## src/rtl/dram_pack.sv

```systemverilog
// ---------------------------------------------------------------------------
// dram_pack
//   Shared types and default timing constants for the DRAM timing controller.
//   The package provides:
//     cmd_fsm_t  - command-FSM state that the timing controller observes
//     init_fsm_t - power-up init sequencer state
//     DEF_T_*    - default timing values, in clock cycles
//     maxOf / timerWidth / isTimed - helpers for elaboration and decode
// ---------------------------------------------------------------------------
package dram_pack;

    typedef enum logic [2:0] {
        IDLE      = 3'd0,
        ACTIVATE  = 3'd1,
        WRITE     = 3'd2,
        READ      = 3'd3,
        PRECHARGE = 3'd4,
        REFRESH   = 3'd5
    } cmd_fsm_t;

    typedef enum logic [1:0] {
        INIT_IDLE = 2'd0,
        INIT_WAIT = 2'd1,
        INIT_DONE = 2'd2
    } init_fsm_t;

    localparam int DEF_T_RCD  = 14;
    localparam int DEF_T_WR   = 15;
    localparam int DEF_T_RL   = 22;
    localparam int DEF_T_RP   = 14;
    localparam int DEF_T_RFC  = 350;
    localparam int DEF_T_REFI = 7800;
    localparam int DEF_T_INIT = 200;

    function automatic int maxOf(input int a, input int b);
        return (a > b) ? a : b;
    endfunction

    // A timer only ever holds T-1, so $clog2(T) bits are enough; keep at
    // least one bit so every timing value of 1 still builds.
    function automatic int timerWidth(input int maxVal);
        int w;
        w = $clog2(maxVal);
        return (w < 1) ? 1 : w;
    endfunction

    // States that start a timed interval when entered.
    function automatic logic isTimed(input cmd_fsm_t s);
        return (s == ACTIVATE) || (s == WRITE) || (s == READ) ||
               (s == PRECHARGE) || (s == REFRESH);
    endfunction

endpackage

```

## src/rtl/dram_timing_ctrl_if.sv

```systemverilog
// ---------------------------------------------------------------------------
// dram_timing_ctrl_if
//   Bundle between the command FSM (master) and the timing controller (slave).
//     cmd_state  master->slave  current command-FSM state
//     init_req   master->slave  request to run power-up init timing
//     init_done  slave->master  init timing complete (sticky until reset)
//     tACT_done, tWR_done, tRD_done, tPRE_done, tREF_done
//                slave->master  one-cycle timing-complete pulses
//     rf_req     slave->master  refresh due, held until REFRESH is entered
// ---------------------------------------------------------------------------
interface dram_timing_ctrl_if;
    import dram_pack::*;

    cmd_fsm_t cmd_state;
    logic     init_req;
    logic     init_done;
    logic     tACT_done;
    logic     tWR_done;
    logic     tRD_done;
    logic     tPRE_done;
    logic     tREF_done;
    logic     rf_req;

    modport master (
        output cmd_state, init_req,
        input  init_done, tACT_done, tWR_done, tRD_done, tPRE_done, tREF_done,
               rf_req
    );

    modport slave (
        input  cmd_state, init_req,
        output init_done, tACT_done, tWR_done, tRD_done, tPRE_done, tREF_done,
               rf_req
    );

endinterface

```

## src/rtl/dram_down_counter.sv

```systemverilog
// ---------------------------------------------------------------------------
// dram_down_counter
//   Loadable down-counter used for every timer in the controller.
//   A load takes effect in the cycle it is asserted: the value presented on
//   `value` is the count for that cycle, and `zero` reflects it at once.
//   This lets a timer loaded with T-1 report zero exactly T-1 cycles after
//   the load cycle (and in the load cycle itself when T is 1).
//   Ports:
//     CLK, nRST  clock, asynchronous active-low reset
//     load       take `value` as the current count this cycle
//     value      load value
//     enable     count down this cycle (saturates at zero)
//     zero       current count (after any load) is zero
// ---------------------------------------------------------------------------
module dram_down_counter #(
    parameter int WIDTH = 8
) (
    input  logic             CLK,
    input  logic             nRST,
    input  logic             load,
    input  logic [WIDTH-1:0] value,
    input  logic             enable,
    output logic             zero
);

    logic [WIDTH-1:0] cnt;
    logic [WIDTH-1:0] cur;

    assign cur  = load ? value : cnt;
    assign zero = (cur == '0);

    // NOTE: sequential state is written with <= so every flop samples the
    // pre-edge values; a blocking = here would let later statements see the
    // updated value and break the register model.
    always_ff @(posedge CLK or negedge nRST) begin
        if (!nRST) begin
            cnt <= '0;
        end else if (load || enable) begin
            cnt <= zero ? '0 : cur - WIDTH'(1);
        end
    end

endmodule

```

## src/rtl/dram_timing_ctrl.sv

```systemverilog
// ---------------------------------------------------------------------------
// dram_timing_ctrl
//   Observes the command FSM and produces timing-complete pulses for the
//   timed states, the power-up init delay and (optionally) refresh requests.
//   Ports:
//     CLK        single clock, all state on the rising edge
//     nRST       asynchronous active-low reset
//     bus        dram_timing_ctrl_if.slave (cmd_state, init_req in;
//                init_done, t*_done pulses, rf_req out)
//   Parameters T_RCD/T_WR/T_RL/T_RP/T_RFC/T_REFI/T_INIT are in cycles and
//   must be at least 1.
//   Build option: define DRAM_AUTO_REFRESH_EN to include the refresh-interval
//   timer and rf_req; without it rf_req is tied low (tREF_done still works).
// ---------------------------------------------------------------------------
module dram_timing_ctrl
    import dram_pack::*;
#(
    parameter int T_RCD  = DEF_T_RCD,
    parameter int T_WR   = DEF_T_WR,
    parameter int T_RL   = DEF_T_RL,
    parameter int T_RP   = DEF_T_RP,
    parameter int T_RFC  = DEF_T_RFC,
    parameter int T_REFI = DEF_T_REFI,
    parameter int T_INIT = DEF_T_INIT
) (
    input  logic              CLK,
    input  logic              nRST,
    dram_timing_ctrl_if.slave bus
);

    localparam int MAX_T = maxOf(maxOf(maxOf(T_RCD, T_WR), maxOf(T_RL, T_RP)),
                                 maxOf(maxOf(T_RFC, T_REFI), T_INIT));
    localparam int CNT_W = timerWidth(MAX_T);

    localparam logic [CNT_W-1:0] RCD_LD  = CNT_W'(T_RCD - 1);
    localparam logic [CNT_W-1:0] WR_LD   = CNT_W'(T_WR - 1);
    localparam logic [CNT_W-1:0] RL_LD   = CNT_W'(T_RL - 1);
    localparam logic [CNT_W-1:0] RP_LD   = CNT_W'(T_RP - 1);
    localparam logic [CNT_W-1:0] RFC_LD  = CNT_W'(T_RFC - 1);
    localparam logic [CNT_W-1:0] INIT_LD = CNT_W'(T_INIT - 1);

    // -----------------------------------------------------------------------
    // Init sequencer
    // -----------------------------------------------------------------------
    init_fsm_t initState;
    logic      initLoad;
    logic      initZero;
    logic      initDone;

    assign initLoad = (initState == INIT_IDLE) && bus.init_req;
    assign initDone = (initState == INIT_DONE);

    dram_down_counter #(.WIDTH(CNT_W)) uInitTimer (
        .CLK    (CLK),
        .nRST   (nRST),
        .load   (initLoad),
        .value  (INIT_LD),
        .enable (initState == INIT_WAIT),
        .zero   (initZero)
    );

    // A request whose load value is already zero (T_INIT == 1) completes in
    // the request cycle, so it skips the wait state to keep the latency at
    // exactly T_INIT cycles. init_req is ignored outside INIT_IDLE.
    always_ff @(posedge CLK or negedge nRST) begin
        if (!nRST) begin
            initState <= INIT_IDLE;
        end else begin
            case (initState)
                INIT_IDLE: if (bus.init_req) initState <= initZero ? INIT_DONE : INIT_WAIT;
                INIT_WAIT: if (initZero)     initState <= INIT_DONE;
                INIT_DONE:                   initState <= INIT_DONE;
                default:                     initState <= INIT_IDLE;
            endcase
        end
    end

    // -----------------------------------------------------------------------
    // Command timer: one shared counter, restarted on every timed-state entry
    // -----------------------------------------------------------------------
    cmd_fsm_t         prevState;
    cmd_fsm_t         cmdTarget;
    logic             cmdActive;
    logic             cmdEntry;
    logic             cmdStillIn;
    logic             cmdCounting;
    logic             cmdZero;
    logic             cmdFire;
    logic [CNT_W-1:0] cmdLoadVal;

    assign cmdEntry    = (bus.cmd_state != prevState) && isTimed(bus.cmd_state);
    // A running count is only meaningful while the FSM stays in the state
    // that started it; leaving that state silently drops the count.
    assign cmdStillIn  = cmdActive && (bus.cmd_state == cmdTarget);
    assign cmdCounting = cmdEntry || cmdStillIn;
    assign cmdFire     = cmdCounting && cmdZero && initDone;

    // NOTE: always_comb assigns a default before the case so every path
    // drives cmdLoadVal; a missing default would infer a latch.
    always_comb begin
        cmdLoadVal = '0;
        case (bus.cmd_state)
            ACTIVATE:  cmdLoadVal = RCD_LD;
            WRITE:     cmdLoadVal = WR_LD;
            READ:      cmdLoadVal = RL_LD;
            PRECHARGE: cmdLoadVal = RP_LD;
            REFRESH:   cmdLoadVal = RFC_LD;
            default:   cmdLoadVal = '0;
        endcase
    end

    dram_down_counter #(.WIDTH(CNT_W)) uCmdTimer (
        .CLK    (CLK),
        .nRST   (nRST),
        .load   (cmdEntry),
        .value  (cmdLoadVal),
        .enable (cmdStillIn),
        .zero   (cmdZero)
    );

    // The count retires on its zero cycle, so holding the state afterwards
    // gives no second pulse until the state is entered again.
    always_ff @(posedge CLK or negedge nRST) begin
        if (!nRST) begin
            prevState <= IDLE;
            cmdTarget <= IDLE;
            cmdActive <= 1'b0;
        end else begin
            prevState <= bus.cmd_state;
            cmdActive <= cmdCounting && !cmdZero;
            if (cmdEntry) cmdTarget <= bus.cmd_state;
        end
    end

    // Whenever a count is live, cmd_state is the state that owns it, so the
    // pulse is steered by cmd_state and only one output can be high.
    assign bus.tACT_done = cmdFire && (bus.cmd_state == ACTIVATE);
    assign bus.tWR_done  = cmdFire && (bus.cmd_state == WRITE);
    assign bus.tRD_done  = cmdFire && (bus.cmd_state == READ);
    assign bus.tPRE_done = cmdFire && (bus.cmd_state == PRECHARGE);
    assign bus.tREF_done = cmdFire && (bus.cmd_state == REFRESH);
    assign bus.init_done = initDone;

    // -----------------------------------------------------------------------
    // Refresh-interval timer
    // -----------------------------------------------------------------------
`ifdef DRAM_AUTO_REFRESH_EN
    localparam logic [CNT_W-1:0] REFI_LD = CNT_W'(T_REFI - 1);

    logic initDoneQ;
    logic refExpiredQ;
    logic refZero;
    logic refExpire;
    logic refEntry;
    logic rfReq;

    assign refExpire = initDone && refZero;
    assign refEntry  = cmdEntry && (bus.cmd_state == REFRESH);

    // The interval starts in the cycle init_done rises. On expiry the counter
    // parks at zero for that cycle and is reloaded the next cycle with T-1,
    // which keeps the expiry spacing at exactly T_REFI cycles.
    dram_down_counter #(.WIDTH(CNT_W)) uRefTimer (
        .CLK    (CLK),
        .nRST   (nRST),
        .load   ((initDone && !initDoneQ) || refExpiredQ),
        .value  (REFI_LD),
        .enable (initDone),
        .zero   (refZero)
    );

    // Set wins over clear: an expiry coincident with REFRESH entry leaves a
    // request pending. Expiries while already pending are not counted.
    always_ff @(posedge CLK or negedge nRST) begin
        if (!nRST) begin
            initDoneQ   <= 1'b0;
            refExpiredQ <= 1'b0;
            rfReq       <= 1'b0;
        end else begin
            initDoneQ   <= initDone;
            refExpiredQ <= refExpire;
            if (refExpire)     rfReq <= 1'b1;
            else if (refEntry) rfReq <= 1'b0;
        end
    end

    assign bus.rf_req = rfReq;
`else
    assign bus.rf_req = 1'b0;
`endif

endmodule

```

## src/flat_wrapper.sv

```systemverilog
// flat-port wrapper written by rule: the top's interface ports become plain ports
module dram_timing_ctrl_flat import dram_pack::*;
#(
    parameter int T_RCD  = DEF_T_RCD,
    parameter int T_WR   = DEF_T_WR,
    parameter int T_RL   = DEF_T_RL,
    parameter int T_RP   = DEF_T_RP,
    parameter int T_RFC  = DEF_T_RFC,
    parameter int T_REFI = DEF_T_REFI,
    parameter int T_INIT = DEF_T_INIT
)
  (CLK, nRST, bus_cmd_state, bus_init_req, bus_init_done, bus_tACT_done, bus_tWR_done, bus_tRD_done, bus_tPRE_done, bus_tREF_done, bus_rf_req);
  dram_timing_ctrl_if bus_i ();
  input  logic CLK;
  input  logic nRST;
  input wire logic [$bits(bus_i.cmd_state)-1:0] bus_cmd_state;
  input wire logic [$bits(bus_i.init_req)-1:0] bus_init_req;
  output wire logic [$bits(bus_i.init_done)-1:0] bus_init_done;
  output wire logic [$bits(bus_i.tACT_done)-1:0] bus_tACT_done;
  output wire logic [$bits(bus_i.tWR_done)-1:0] bus_tWR_done;
  output wire logic [$bits(bus_i.tRD_done)-1:0] bus_tRD_done;
  output wire logic [$bits(bus_i.tPRE_done)-1:0] bus_tPRE_done;
  output wire logic [$bits(bus_i.tREF_done)-1:0] bus_tREF_done;
  output wire logic [$bits(bus_i.rf_req)-1:0] bus_rf_req;
  assign bus_i.cmd_state = bus_cmd_state;
  assign bus_i.init_req = bus_init_req;
  assign bus_init_done = bus_i.init_done;
  assign bus_tACT_done = bus_i.tACT_done;
  assign bus_tWR_done = bus_i.tWR_done;
  assign bus_tRD_done = bus_i.tRD_done;
  assign bus_tPRE_done = bus_i.tPRE_done;
  assign bus_tREF_done = bus_i.tREF_done;
  assign bus_rf_req = bus_i.rf_req;
  dram_timing_ctrl #(.T_RCD(T_RCD), .T_WR(T_WR), .T_RL(T_RL), .T_RP(T_RP), .T_RFC(T_RFC), .T_REFI(T_REFI), .T_INIT(T_INIT)) u_core (.CLK(CLK), .nRST(nRST), .bus(bus_i));
endmodule
```

## config.mk

```make
export PLATFORM = sky130hd
export DESIGN_NAME = dram_timing_ctrl_flat
export DESIGN_NICKNAME = d
export VERILOG_FILES = /design/src/rtl/dram_pack.sv /design/src/rtl/dram_timing_ctrl_if.sv /design/src/rtl/dram_down_counter.sv /design/src/rtl/dram_timing_ctrl.sv /design/src/flat_wrapper.sv
export SDC_FILE = /design/constraint.sdc
export NUM_CORES = 1
export LEC_CHECK = 0
export ABC_AREA = 1
export CAP_MARGIN = 20
export CELL_PAD_IN_SITES_DETAIL_PLACEMENT = 2
export CELL_PAD_IN_SITES_GLOBAL_PLACEMENT = 2
export CORE_MARGIN = 4
export CORE_UTILIZATION = 33
export DETAILED_ROUTE_END_ITERATION = 6
export DONT_BUFFER_PORTS = 1
export PLACE_DENSITY = 0.73
export SLEW_MARGIN = 20
export SYNTH_ARGS = -nofsm -noshare
export SYNTH_HDL_FRONTEND = slang
export SYNTH_HIERARCHICAL = 1
export SYNTH_SLANG_ARGS = --single-unit
```

## constraint.sdc

```tcl
create_clock -name CLK -period 2.95 [get_ports CLK]
set_input_delay 0.59 -clock CLK [delete_from_list [all_inputs] [get_ports CLK]]
set_output_delay 0.59 -clock CLK [all_outputs]
set_load 0.01 [all_outputs]
```

# After elaboration in Yosys (flattened, before gate mapping)
# Cells that the tools add are included.
[totals] ff_bits=35 input_bits=6 wordCells=51
[op_classes] addsub=2 n_eq_ne=11 muxes=9 n_reduce_logical=23
[ops] op="two-way mux 13 bit" count=4
[ops] op="case mux 9 bit (4 select lines)" count=1
[ops] op="logical NOT 13 bit" count=2
[ops] op="subtractor 13 x 1 -> 13 bit (second input constant)" count=2
[ops] op="logical AND 1 bit" count=11
[ops] op="equality test 3 x 2 -> 1 bit (second input constant)" count=2
[ops] op="equality test 3 bit (second input constant)" count=2
[ops] op="logical OR 1 bit" count=6
[ops] op="two-way mux 2 bit" count=3
[ops] op="case mux 2 bit (3 select lines)" count=1
[ops] op="equality test 3 x 1 -> 1 bit (second input constant)" count=1
[ops] op="equality test 3 bit" count=1
[ops] op="inequality test 3 bit" count=1
[ops] op="equality test 2 x 1 -> 1 bit (second input constant)" count=1
[ops] op="equality test 2 bit (second input constant)" count=1
[ops] op="logical NOT 2 bit" count=1
[ops] op="inequality test 2 x 1 -> 1 bit (second input constant)" count=1
[ops] op="inequality test 2 bit (second input constant)" count=1
[ops] op="AND reduction 2 bit" count=1
[ops] op="OR reduction 2 bit" count=1
[ops] op="logical NOT 1 bit" count=1

# Logic depth before layout (Yosys ltp)
# Gate-level depths: netlist of the first run.
[logic_depth] ltp_word=11 depth_mapped=19

# Modules after synthesis
# The synthesis of the first run kept the hierarchy.
[by_module_without_submodules] module="dram_down_counter" instances=2 cells_per_inst=172 area_each_um2=1126.1 seq_area_each_um2=325.3
[by_module_without_submodules] module="dram_timing_ctrl" instances=1 cells_per_inst=83 area_each_um2=651.9 seq_area_each_um2=225.2

# Worst setup path before layout of the first run
# OpenSTA, ideal clock, no wires.
[synth_path] path_kind="input to output" startpoint="input bus_cmd_state[1]" endpoint="output bus_tACT_done" arrival_time_ps=2383 t_required_ps=2360 path_slack_ps=-23 path_stages=16 n_path_buf=2 path_cell_list="xnor2_1 > nand3_2 > nand2_4 > inv_1 > buf_6 > buf_6 > o21ai_1 > ha_1 > nand3_1 > nor2_1 > nand3_2 > inv_1 > nand2_1 > inv_1 > nand2_4 > nor2_2"
[synth_via] elab_chain_cells=11 word_cells_on_any_way=21 cone_classes="7 x eq/ne; 2 x mux; 12 x reduce/logical"
[synth_lines] element="start: declaration" line="flat_wrapper.sv:16" source="input wire logic [$bits(bus_i.cmd_state)-1:0] bus_cmd_state;"
[synth_lines] element="equality test 3 x 1 -> 1 bit / equality test 3 x 2 -> 1 bit (equally long branches)" line="dram_pack.sv:49" source="return (s == ACTIVATE) || (s == WRITE) || (s == READ) ||"
[synth_lines] element="logical OR 1 bit (3 in series)" line="dram_pack.sv:49"
[synth_lines] element="logical OR 1 bit" line="dram_pack.sv:50" source="(s == PRECHARGE) || (s == REFRESH);"
[synth_lines] element="logical AND 1 bit *" line="dram_timing_ctrl.sv:91" source="assign cmdEntry = (bus.cmd_state != prevState) && isTimed(bus.cmd_state);"
[synth_lines] element="via u_core.cmdEntry" line="dram_timing_ctrl.sv:84" source="logic cmdEntry;"
[synth_lines] element="two-way mux 13 bit *" line="dram_down_counter.sv:29" source="assign cur = load ? value : cnt;"
[synth_lines] element="logical NOT 13 bit *" line="dram_down_counter.sv:30" source="assign zero = (cur == '0);"
[synth_lines] element="via u_core.cmdZero" line="dram_timing_ctrl.sv:87" source="logic cmdZero;"
[synth_lines] element="logical AND 1 bit * (2 in series)" line="dram_timing_ctrl.sv:96" source="assign cmdFire = cmdCounting && cmdZero && initDone;"
[synth_lines] element="logical AND 1 bit *" line="dram_timing_ctrl.sv:137" source="assign bus.tACT_done = cmdFire && (bus.cmd_state == ACTIVATE);"
[synth_lines] element="end: declaration" line="flat_wrapper.sv:19" source="output wire logic [$bits(bus_i.tACT_done)-1:0] bus_tACT_done;"
# The timed path passes the listed nets; every way through them passes the cells marked *.

# Worst setup path in the final report of the first run
[layout_path] startpoint="register u_core.prevState[1]" endpoint="output bus_tWR_done"
[layout_via] elab_chain_cells=7 word_cells_on_any_way=8 cone_classes="1 x eq/ne; 1 x mux; 6 x reduce/logical"
[layout_lines] element="start: declaration" line="dram_timing_ctrl.sv:81" source="cmd_fsm_t prevState;"
[layout_lines] element="start signal: assignment" line="dram_timing_ctrl.sv:129" source="prevState <= bus.cmd_state;"
[layout_lines] element="inequality test 3 bit" line="dram_timing_ctrl.sv:91"
[layout_lines] element="logical AND 1 bit" line="dram_timing_ctrl.sv:91"
[layout_lines] element="via u_core.cmdEntry" line="dram_timing_ctrl.sv:84"
[layout_lines] element="two-way mux 13 bit" line="dram_down_counter.sv:29"
[layout_lines] element="logical NOT 13 bit" line="dram_down_counter.sv:30"
[layout_lines] element="via u_core.cmdZero" line="dram_timing_ctrl.sv:87"
[layout_lines] element="logical AND 1 bit (2 in series)" line="dram_timing_ctrl.sv:96"
[layout_lines] element="logical AND 1 bit" line="dram_timing_ctrl.sv:138" source="assign bus.tWR_done = cmdFire && (bus.cmd_state == WRITE);"
[layout_lines] element="end: declaration" line="flat_wrapper.sv:20" source="output wire logic [$bits(bus_i.tWR_done)-1:0] bus_tWR_done;"
# The timed path passes the listed nets, and every way through them passes these cells.

==> summary by stage, run 1 <==
Run status
The flow ran to the end, and the final reports show no timing, DRC or antenna violations.

Timing
The final setup violation count is 0. The worst hold slack across all endpoints is about 0.13 ns. The total count of hold-check failures in the final report was 0. The highest clock rate is about 350 MHz. The clock tree skew after final layout is ~0.009 ns. The worst path meets setup with 0.0620 ns of slack. The post-route clock period utilization is between 90 and 100%. The count of pins over their slew limit was 0. Subtracting the final worst setup slack from the clock period gives 2.89 ns.

Route
The detailed-routing iteration count for the pre-antenna-repair pass is 4. The DRC violation count after routing is 0. The detailed router finished its first iteration with 50 violations. The detail-routed net length per standard cell is around 15 um. The final antenna-violating net count is 0. Wires add up to approximately 8400 um. Across all layers, the routed design uses about 2,700 vias. After detailed routing, the number of vias per cell comes to 4.68.

Place
The total placed instance area is slightly above 3000 sq um. Detailed placement finished with a half-perimeter wire length of between 5000 and 6000 um. The count of buffers added on input and output ports is 0. The congestion estimate from routability-driven global placement came to between 0.7 and 0.8.

Counting tap cells, the placed design contains a total of 550 instances. Before CTS, the worst setup slack after placement is around 0.0056 ns.

Cells and area
The fraction of the core area covered by cells at the end of the flow is between 40% and 50%. The number of antenna repair diodes is 0. The number of non-filler instances in the completed layout is around 570.

After the last flow step, the layout net total stands at roughly 480. The design area is around 3400 sq um. In the layout the commonest cells are nand2_1, inv_1, nand2_2.

The most common library cell in the layout ignoring fill and taps is nand2_1. Relative to the synthesized area, the layout overhead comes to 15.7%. The post-route netlist has 23.7% of its cells at a drive strength greater than 1.

Floorplan
The placeable core region is around 8400 sq um. The die covers around 10,000 sq um. In this run the count of I/O pins placed on the die edge is 13.

The height of the chip is 102 um. The die is 102 um wide. The row count is 33. The initial cell density of the core is roughly 35%.

Synth
Multiplexer cells account for 0% of the synthesized area. The area share of fa/ha/maj cells after synthesis is 3.45%. The combinational family with the most area after synthesis is simple AND/OR/NAND/NOR gates. For this run, the number of Yosys warnings is 6. The sequential element share of the synthesized area is a little under a third. The most frequently used flop master after synthesis is dfrtp_1. The XOR/XNOR share of the synthesized area is 3.02%. The cell area that synthesis handed to floorplanning was 2900 sq um. After Yosys synthesis, and, or, nand and nor cells account for about 40% of the synthesized area. The synthesized design contains 35 register bits. The compound-gate portion of the synthesized area is around 6.6%.

The synthesized area divided by synthesized cell count is 6.80 sq um. In this run, synthesis inferred 0 flip-flops with an integrated enable. The proportion of synthesized flip-flops having asynchronous set or reset is 100%. The unique cell type count in the Yosys netlist is 29.

The instance count of the mapped netlist is approximately 430.

Critical path
The endpoint type of the worst setup path is an output pin. The kind of launch point of the worst setup path is a register. Across all register-to-register paths, the minimum setup slack is 0.41 ns. STA puts the critical path data arrival time at 2.30 ns. Along the worst path, the maximum fanout reaches 8. The required time at the worst-slack endpoint is between 2 and 2.5 ns. The worst register-to-register path has a depth of 13. The terminus of the critical flop-to-flop path is u_core/initState[0].

By startpoint and endpoint, the worst setup path is classified as register to output pin. In this run the critical register-to-register path is launched from u_core/initState[1].

Clock network
The clock drives 35 sinks. The clock buffer count from CTS is 5. After clock tree synthesis, the clock-pin slew on the worst setup and hold paths is around 0.080 ns. The clock latency of the later-clocked register in the worst-skew pair is 0.29 ns.

In this run the deepest clock path goes through 2 buffers. TritonCTS built the clock tree. The clock tree synthesis step divided the H-tree into 2 levels. The cell sitting at the root of the clock tree is a clkbuf_8.

Pwr
The worst-case IR drop observed on VDD is between 0.0003 and 0.0004 V. The leakage power figure is roughly 1.8 nW. Dividing total power by cell area gives a power density of ~800 nW/um^2.

Global route
The number of antenna violations at the first check in global routing is 0. The largest net degree at the start of global routing is 36. The total overflow left after global routing is 0. The overall fraction of global-route tracks in use is approximately 18%. The number of global-route vias before repair is a little over 3,000. The first-pass GRT wire length is 14,600 um.

Hold path
The class of the tightest hold or removal check is primary input to async pin.

Run
The count of max-cap constraint violations is 0.
[synth_stat cells (4+ instances only)]
cell type / count / area, sq um
nand2_1: 137 / 514
inv_1: 79 / 297
nand2_2: 36 / 225
dfrtp_1: 35 / 876
nand3_1: 26 / 130
nor2_1: 13 / 48.8
o21ai_1: 12 / 60.1
o21ai_0: 11 / 55.1
nand3_2: 9 / 90.1
nor2_2: 9 / 56.3
ha_1: 8 / 100
buf_6: 6 / 67.6
xor2_1: 6 / 52.6
inv_2: 5 / 18.8
nor2_4: 5 / 56.3
nand4_1: 4 / 25.0
o21bai_1: 4 / 30.0
xnor2_1: 4 / 35.0
[what timing repair did]
item,in CTS,in global routing
resized for setup,17,9
buffers inserted,9,2
hold endpoints to repair,35,0
hold buffers,1,0
pin swaps,12,11
setup endpoints to repair,5,5
[layout make-up]
| class | instances | area, sq um |
|---|---|---|
| Fill cell | 1040 | 5020 |
| Multi-Input combinational cell | 315 | 1730 |
| Sequential cell | 35 | 876 |
| Inverter | 86 | 340 |
| Timing Repair Buffer | 20 | 163 |
| Tap cell | 105 | 131 |
| Clock buffer | 6 | 82.6 |
| Clock inverter | 2 | 35.0 |
[through the flow]
stage | TNS (ns) | power [mW]
2_1_floorplan | 0 | 1.86
3_3_place_gp | 0 | 2.09
3_5_place_dp | 0 | 2.16
4_1_cts | 0 | 2.71
5_1_grt | -0.176 | 2.97
6_report | 0 | 2.67
[where the power goes]
| group | total, mW | switching (mW) | internal, mW |
|---|---|---|---|
| combinational | 1.46 | 0.974 | 0.490 |
| sequential | 0.740 | 0.0865 | 0.653 |
| clock | 0.469 | 0.195 | 0.274 |
| total | 2.67 | 1.26 | 1.42 |
[registers in the layout, indices dropped and copies added (netlist names)]
register,cells
u_core/cmdActive,1
u_core/uCmdTimer/cnt,13
u_core/prevState,3
u_core/uInitTimer/cnt,13
u_core/initState,2
u_core/cmdTarget,3
[critical path, cell delays in order, from the launching register on]
cell	delay, ns
dfrtp_1	0.40
xnor2_2	0.15
nand3_2	0.08
nand2_4	0.07
inv_8	0.10
nand2_1	0.11
o21ai_4	0.09
ha_2	0.21
nand3_2	0.07
nor2_2	0.16
nand3_2	0.10
inv_2	0.08
nand2_2	0.06
inv_4	0.08
nand2_8	0.09
nor2_4	0.14
[layer usage]
metal  part of all wire (%)  GRT usage [%]  vias to the layer above
met2                     56           35.4                       14
met3                    1.4           2.46                        9
met4                    1.1           3.94                        0
met5                      0              0                        -
li1                       -              -                     1334
met1                     42           19.9                     1305
[kinds of logic after synthesis]
group,Yosys count
flip-flops,35
AND/OR/NAND/NOR,243
adder cells (fa/ha/maj),8
other,2
AO/OA/AOI/OAI,34
buffers and inverters,95
XOR/XNOR,10
[worst max path at each step]
stage,startpoint,end,cells past startpoint
after global routing,u_core/prevState[0],bus_tWR_done,16
after floorplan,bus_cmd_state[1],bus_tACT_done,16
after CTS,u_core/prevState[1],bus_tPRE_done,15
final,u_core/prevState[1],bus_tWR_done,15
after detailed placement,bus_cmd_state[1],bus_tPRE_done,15
after global placement,bus_cmd_state[1],bus_tWR_done,15
Power figures use the tool's default switching activity.
==> run 2, diff against run 1 <==
--- a/config.mk
+++ b/config.mk
@@ -10,10 +10,11 @@
 export CELL_PAD_IN_SITES_DETAIL_PLACEMENT = 2
 export CELL_PAD_IN_SITES_GLOBAL_PLACEMENT = 2
 export CORE_MARGIN = 4
-export CORE_UTILIZATION = 33
+export CORE_UTILIZATION = 34
+export CTS_BUF_LIST = sky130_fd_sc_hd__clkbuf_8
 export DETAILED_ROUTE_END_ITERATION = 6
 export DONT_BUFFER_PORTS = 1
-export PLACE_DENSITY = 0.73
+export PLACE_DENSITY = 0.75
 export SLEW_MARGIN = 20
 export SYNTH_ARGS = -nofsm -noshare
 export SYNTH_HDL_FRONTEND = slang
==> run 2 against run 1 <==
Net effect:
- the flow now finishes with violations (setup timing)
- design area up 6.7%
- clock power up 1%
- routed wire length up 34%
- register-to-register slack worse by 0.20 ns
- die area down 2.7%
- sequential share of layout area down 1.6 points
- global-route usage up 2.4 points
- combinational power up 14%
- total power up 8.4%
- via count up 7.0%
- maximum frequency down 5.8%
- largest power group unchanged
==> summary by stage, run 2 (synthesized netlist as in run 1, its figures left out) <==
Run status
The run finished, with violations left. The final reports fail on setup timing.

Clock network
The H-tree level count is 2 (unchanged). The clock buffer count from CTS is 5 (unchanged). The clock input transition at the sequential cells of the worst setup and hold paths is 0.09 ns (about the same). The clock latency of the later-clocked register in the worst-skew pair came to 0.30 ns (about the same). TritonCTS built the clock tree. In this run the clock root is driven by a clkbuf_8.

The total clock sinks is 35 (unchanged). The maximum count of clock buffers along a single path is 2 (unchanged).

Critical path
Walking the worst path, the cells encountered are xnor2_1, nand3_2, nand2_4, inv_4, buf_12, o21ai_4, ha_4, nand3_4, nor2_4, nand3_4, inv_4, nand2_4, inv_4, nand2_8, nor2_4. The arrival time of the worst setup path is 2.47 ns (+0.17 ns). The family with the most delay on the worst path is simple AND/OR/NAND/NOR gates. STA classifies the critical path startpoint as a register. The most frequent cell on the critical path is inv_4.

The highest fanout seen on the critical path is 6 (-2). The count of buffer and inverter cells on the critical path was 4 (+1). The delay contributed by the slowest stage of the critical path is 0.40 ns (about the same). The class of the most critical setup path is register to output pin. The worst setup path is captured at an output pin.

On the critical path, the stage with the largest delay is an instance of dfrtp_1. The required time at the worst-slack endpoint is 2.36 ns (about the same).

Place
The number of buffer cells added on primary ports is 0 (unchanged). The HPWL after detailed placement came to 6050 um (+2.8%). The final weighted congestion in routability-driven placement is 0.765 (+1.1%). The total placed instance area was 3050 sq um (-0.73%). The worst slack after detailed placement is 0.0571 ns (+0.0515 ns).

Cells and area
The number of antenna repair diodes was 0 (unchanged). The number of fill cells is 998 (-4.0%). The most common library cell in the layout ignoring fill and taps is nand2_1.

The largest registers in the layout are u_core/uCmdTimer/cnt: 13 flops, u_core/uInitTimer/cnt: 13 flops. The area of all sequential standard cells came to 876 sq um (unchanged). The number of nets in the layout was 490 (+2.7%). Leaving out fill and tap cells, the most frequent cells in the layout are nand2_1, inv_1, nand2_2.

The fraction of final layout cells with drive strength greater than 1 was 27.7% (+4.0 points). The design area is 3590 sq um (+6.7%). The area of the multi-input gates came to 1810 sq um (+4.3%). The area growth from synthesis to layout is 23.5%.

Global route
The overall fraction of global-route tracks in use was 20.2% (+2.4 points). The largest net degree at the start of global routing is 36 (unchanged). The residual overflow from global routing was 0 (unchanged). The first-pass GRT wire length came to 16,000 um (+9.8%). The number of antenna violations at the first check in global routing is 0 (unchanged).

The number of global-route vias before repair came to 3,119 (+2.2%).

Run
The count of max-cap constraint violations came to 0 (unchanged).

Pwr
The proportion of total power due to net switching is 48.4% (+1.4 points). The total power density per cell area was 808 nW/um^2 (+1.6%). The sequential cell fraction of total power came to 26.2% (-1.5 points). The net switching power is 1.40 mW (+12%). The worst-case vdd ir drop is 0.000399 V (+19%). The share of total power in the clock network came to 16.3% (-1.2 points). The combinational group share of total power is 57.5% (+2.7 points). The leakage power figure was 1.91 nW (+6.4%). The internal power consumption is 1.50 mW (+5.5%).

Route
The via density per instance was 4.90 (+4.6%). The final antenna-violating net count is 0 (unchanged). The DRC violation count after routing came to 0 (unchanged). The detailed-routing iteration count for the pre-antenna-repair pass is 4 (unchanged).

The number of DRC violations after detailed-routing iteration 0 is 69 (+38%). The detail-routed net length per standard cell came to 19.3 um (+31%). The detailed-route wire length is 11,200 um (+34%). The via count came to 2,849 (+7.0%).

Floorplan
The row count came to 33 (unchanged). The placeable core region was 8260 sq um (-1.5%). The initial cell density of the core came to 35.2% (+0.52 points). The height of the chip is 100 um (-1.4%). The number of primary I/O pins is 13 (unchanged). The full die area is 10,100 sq um (-2.7%). The die boundary width is 100 um (-1.4%).

Timing
The highest clock rate is 326 MHz (-5.8%). The clock tree skew after final layout is 0.0110 ns (+0.00179 ns). The total count of hold-check failures in the final report was 0 (unchanged).

The final setup violation count is 5 (+5). The worst hold slack across all endpoints is 0.117 ns (-0.00896 ns). Setup repair after global routing could not meet its margin everywhere. The clock period minus final worst setup slack is 3.06 ns (+0.176 ns).

The post-route worst setup slack was -0.114 ns (-0.176 ns). The post-route clock period utilization was 104% (+6.0 points). The count of pins over their slew limit is 0 (unchanged).

Hold path
The path class of the tightest hold or removal check is primary input to async pin.
run 2: path summary, 6_finish.rpt:
check	startpoint	endpoint	slack (ns)	cells past startpoint
max	u_core/prevState[1]	bus_tPRE_done	-0.11	15
min	nRST	u_core/prevState[1]	0.12	1
max reg2reg	u_core/prevState[1]	u_core/uCmdTimer/cnt[6]	0.21	15
min reg2reg	u_core/uInitTimer/cnt[8]	u_core/uInitTimer/cnt[8]	0.49	2
max in group asynchronous	nRST	u_core/uInitTimer/cnt[9]	2.63	1
min in group CLK	bus_cmd_state[1]	u_core/prevState[1]	0.31	0
run 2: layout make-up:
class                           count  share of cell area [%]
Clock buffer                        6                    2.30
Clock inverter                      2                   0.977
Inverter                           86                    9.63
Multi-Input combinational cell    315                    50.4
Sequential cell                    35                    24.4
Tap cell                          105                    3.66
Timing Repair Buffer               33                    8.62
run 2: metal layers:
metal	wire length [um]	global-route usage, %	up-vias
met3	237	2.92	20
li1	-	-	1350
met1	4610	22.9	1436
met2	6130	38.8	43
met4	247	5.70	0
met5	0	0	-
run 2: power groups by stage:
| stage | logic [mW] | registers (mW) | clock network (mW) |
|---|---|---|---|
| 2_1_floorplan | 1.14 | 0.722 | 0 |
| 3_3_place_gp | 1.34 | 0.738 | 0 |
| 3_5_place_dp | 1.41 | 0.749 | 0 |
| 4_1_cts | 1.51 | 0.746 | 0.490 |
| 5_1_grt | 1.87 | 0.775 | 0.517 |
| 6_report | 1.67 | 0.758 | 0.474 |
run 2: timing repair:
action	CTS	global route
pin swaps	16	16
hold buffers	1	0
buffers inserted	12	13
resized for setup	18	28
hold endpoints to repair	35	0
setup endpoints to repair	5	5
gates cloned	1	0
run 2: stage by stage:
| step | util [%] | TNS [ns] | power (mW) | cells |
|---|---|---|---|---|
| 6_report | 43.4 | -0.494 | 2.90 | 582 |
| 5_1_grt | 43.4 | -1.04 | 3.17 | 582 |
| 4_1_cts | 41.0 | 0 | 2.74 | 569 |
| 3_5_place_dp | 36.9 | 0 | 2.16 | 547 |
| 3_3_place_gp | 36.9 | 0 | 2.08 | 547 |
| 2_1_floorplan | - | 0 | 1.86 | 445 |
==> run 3, diff against run 2 <==
--- a/config.mk
+++ b/config.mk
@@ -14,7 +14,7 @@
 export CTS_BUF_LIST = sky130_fd_sc_hd__clkbuf_8
 export DETAILED_ROUTE_END_ITERATION = 6
 export DONT_BUFFER_PORTS = 1
-export PLACE_DENSITY = 0.75
+export PLACE_DENSITY = 0.79
 export SLEW_MARGIN = 20
 export SYNTH_ARGS = -nofsm -noshare
 export SYNTH_HDL_FRONTEND = slang
==> constraint.sdc (replaced) <==
create_clock -name CLK -period 2.95 [get_ports CLK]
set_input_delay 0.1475 -clock CLK [delete_from_list [all_inputs] [get_ports CLK]]
set_output_delay 0.1475 -clock CLK [all_outputs]
set_load 0.01 [all_outputs]
==> run 3 against run 2 <==
Net effect:
- the flow now finishes without violations
- sequential cell count did not move
- cell count down 2.2%
- total power is 7.7% lower
- maximum frequency increased by 11%
- clock power hardly changed
- routed wire length fell by 22%
- utilization down 3.4 points
- clock-buffer cell count is the same
- highest routed layer unchanged
==> summary by stage, run 3 (synthesized netlist as in run 1, its figures left out) <==
Clock network
The total clock sinks is 35 (unchanged). The clock buffer count from CTS is 5 (unchanged). The clock input transition at the sequential cells of the worst setup and hold paths was 0.08 ns (about the same). The maximum count of clock buffers along a single path is 2 (unchanged).

The H-tree level count is 2 (unchanged). In this run the clock root is driven by a clkbuf_8. The clock latency of the later-clocked register in the worst-skew pair is 0.30 ns (about the same).

The CTS tree is yes.

Floorplan
The height of the chip is 100 um (unchanged). The row count was 33 (unchanged). The full die area is 10,100 sq um (unchanged). The initial cell density of the core is 35.2% (unchanged). The number of primary I/O pins is 13 (unchanged). The placeable core region came to 8260 sq um (unchanged). The die boundary width was 100 um (unchanged).

Global route
The number of global-route vias before repair came to 2,903 (-6.9%). The first-pass GRT wire length came to 13,800 um (-14%). The overall fraction of global-route tracks in use is 17.2% (-3.0 points). The number of antenna violations at the first check in global routing is 0 (unchanged).

The residual overflow from global routing is 0 (unchanged). The largest net degree at the start of global routing is 36 (unchanged).

Cells and area
The number of fill cells is 1,011 (+1.3%). The area of all sequential standard cells is 876 sq um (unchanged). The top cell types in the final layout, fill and taps aside, are nand2_1, inv_1, nand2_2. The number of nets in the layout is 477 (-2.7%). The area growth from synthesis to layout is 13.8%. The number of antenna repair diodes is 0 (unchanged). In the final layout, the registers with the most flip-flops are u_core/uCmdTimer/cnt: 13 flops, u_core/uInitTimer/cnt: 13 flops. The area of the multi-input gates was 1680 sq um (-7.3%). The most common library cell in the layout ignoring fill and taps is nand2_1.

The fraction of the core area covered by cells at the end of the flow is 40.0% (-3.4 points). The fraction of final layout cells with drive strength greater than 1 is 20.9% (-6.8 points).

Pwr
The total power density per cell area is 809 nW/um^2 (+0.12%). The worst-case vdd ir drop is 0.000329 V (-18%). The leakage power figure was 1.79 nW (-6.6%).

Route
The detailed-route wire length is 8710 um (-22%). The via count is 2,709 (-4.9%). The detailed-routing iteration count for the pre-antenna-repair pass was 4 (unchanged). The number of DRC violations after detailed-routing iteration 0 came to 50 (-28%). The detail-routed net length per standard cell was 15.3 um (-21%). The DRC violation count after routing is 0 (unchanged). The final antenna-violating net count was 0 (unchanged).

The via density per instance is 4.76 (-2.7%).

Timing
The highest clock rate is 361 MHz (+11%). The post-route clock period utilization came to 94.0% (-9.9 points). The total count of hold-check failures in the final report is 0 (unchanged).

The clock period minus final worst setup slack is 2.77 ns (-0.293 ns). The clock tree skew after final layout is 0.00977 ns (-0.00119 ns). The count of pins over their slew limit was 0 (unchanged). The worst hold slack across all endpoints is 0.0318 ns (-0.0853 ns).

The final setup violation count was 0 (-5).

Place
The HPWL after detailed placement was 5950 um (-1.6%). The number of buffer cells added on primary ports was 0 (unchanged). The final weighted congestion in routability-driven placement is 0.771 (+0.77%).

Critical path
The highest fanout seen on the critical path is 6 (unchanged). STA classifies the critical path endpoint as an output pin. The worst setup path is of the register to output pin kind. The arrival time of the worst setup path came to 2.62 ns (+0.15 ns).

STA classifies the critical path startpoint as a register. The required time at the worst-slack endpoint came to 2.80 ns (+0.44 ns).

Hold path
The min-delay analysis places its worst path in the category primary input to register.

Run status
The flow ran to the end, and the final reports show no timing, DRC or antenna violations.

Run
The count of max-cap constraint violations is 0 (unchanged).
[run 3: final timing paths]
kind / cells past startpoint / slack, ns / end / start
max in group asynchronous: 2 / 2.44 / u_core/uInitTimer/cnt[11] / nRST
worst max-delay path: 16 / 0.18 / bus_tWR_done / u_core/prevState[0]
worst min register to register: 2 / 0.49 / u_core/uCmdTimer/cnt[7] / u_core/uCmdTimer/cnt[7]
min in group asynchronous: 2 / 0.31 / u_core/uCmdTimer/cnt[2] / nRST
worst max register to register: 14 / 0.37 / u_core/uCmdTimer/cnt[10] / u_core/prevState[0]
worst min-delay path: 2 / 0.03 / u_core/cmdTarget[0] / bus_cmd_state[0]
[run 3: critical path, cell delays in order (launching register included)]
cell and delay [ns]:
dfrtp_1 0.40, inv_1 0.08, nand2_1 0.06, nand2_1 0.09, nand3_2 0.10, nand2_4 0.13
clkinvlp_4 0.23, o21ai_4 0.23, ha_1 0.18, nand3_1 0.08, nor2_1 0.16, nand3_2 0.11
inv_1 0.09, nand2_1 0.05, inv_1 0.09, nand2_4 0.09, nor2_2 0.15
[run 3: metrics by stage]
stage                     setup WS, ns  cells  total power [mW]  area (sq um)  TNS (ns)
final                            0.178    569              2.67          3300         0
after global routing           -0.0639    569              2.95          3300    -0.293
after CTS                       0.0278    558              2.65          3200         0
after detailed placement         0.373    544              2.14          3010         0
after global placement           0.496    544              2.05          3010         0
after floorplan                  0.661    445              1.86          2970         0
[run 3: where the power goes]
part	switching, mW	leakage (nW)	internal, mW
clock	0.202	0.0612	0.274
combinational	0.976	1.30	0.478
sequential	0.0905	0.428	0.654
[run 3: repair_timing]
action,CTS,global route
gates resized for setup,0,7
hold buffers,6,0
endpoints found under the hold margin,39,0
setup endpoints to repair,0,5
buffers inserted,0,9
[run 3: final cells by class]
cell class / count / share of cell area [%]
Clock inverter: 2 / 1.06
Timing Repair inverter: 2 / 0.303
Sequential cell: 35 / 26.5
Inverter: 86 / 10.1
Multi-Input combinational cell: 315 / 50.7
Clock buffer: 6 / 2.50
Tap cell: 105 / 3.98
Timing Repair Buffer: 18 / 4.85
[run 3: per-layer routing]
metal | routed length (um) | GRT usage, % | vias up
li1 | - | - | 1331
met2 | 4720 | 32.6 | 20
met5 | 0 | 0 | -
met4 | 136 | 4.35 | 0
met1 | 3690 | 20.0 | 1345
met3 | 155 | 2.57 | 13
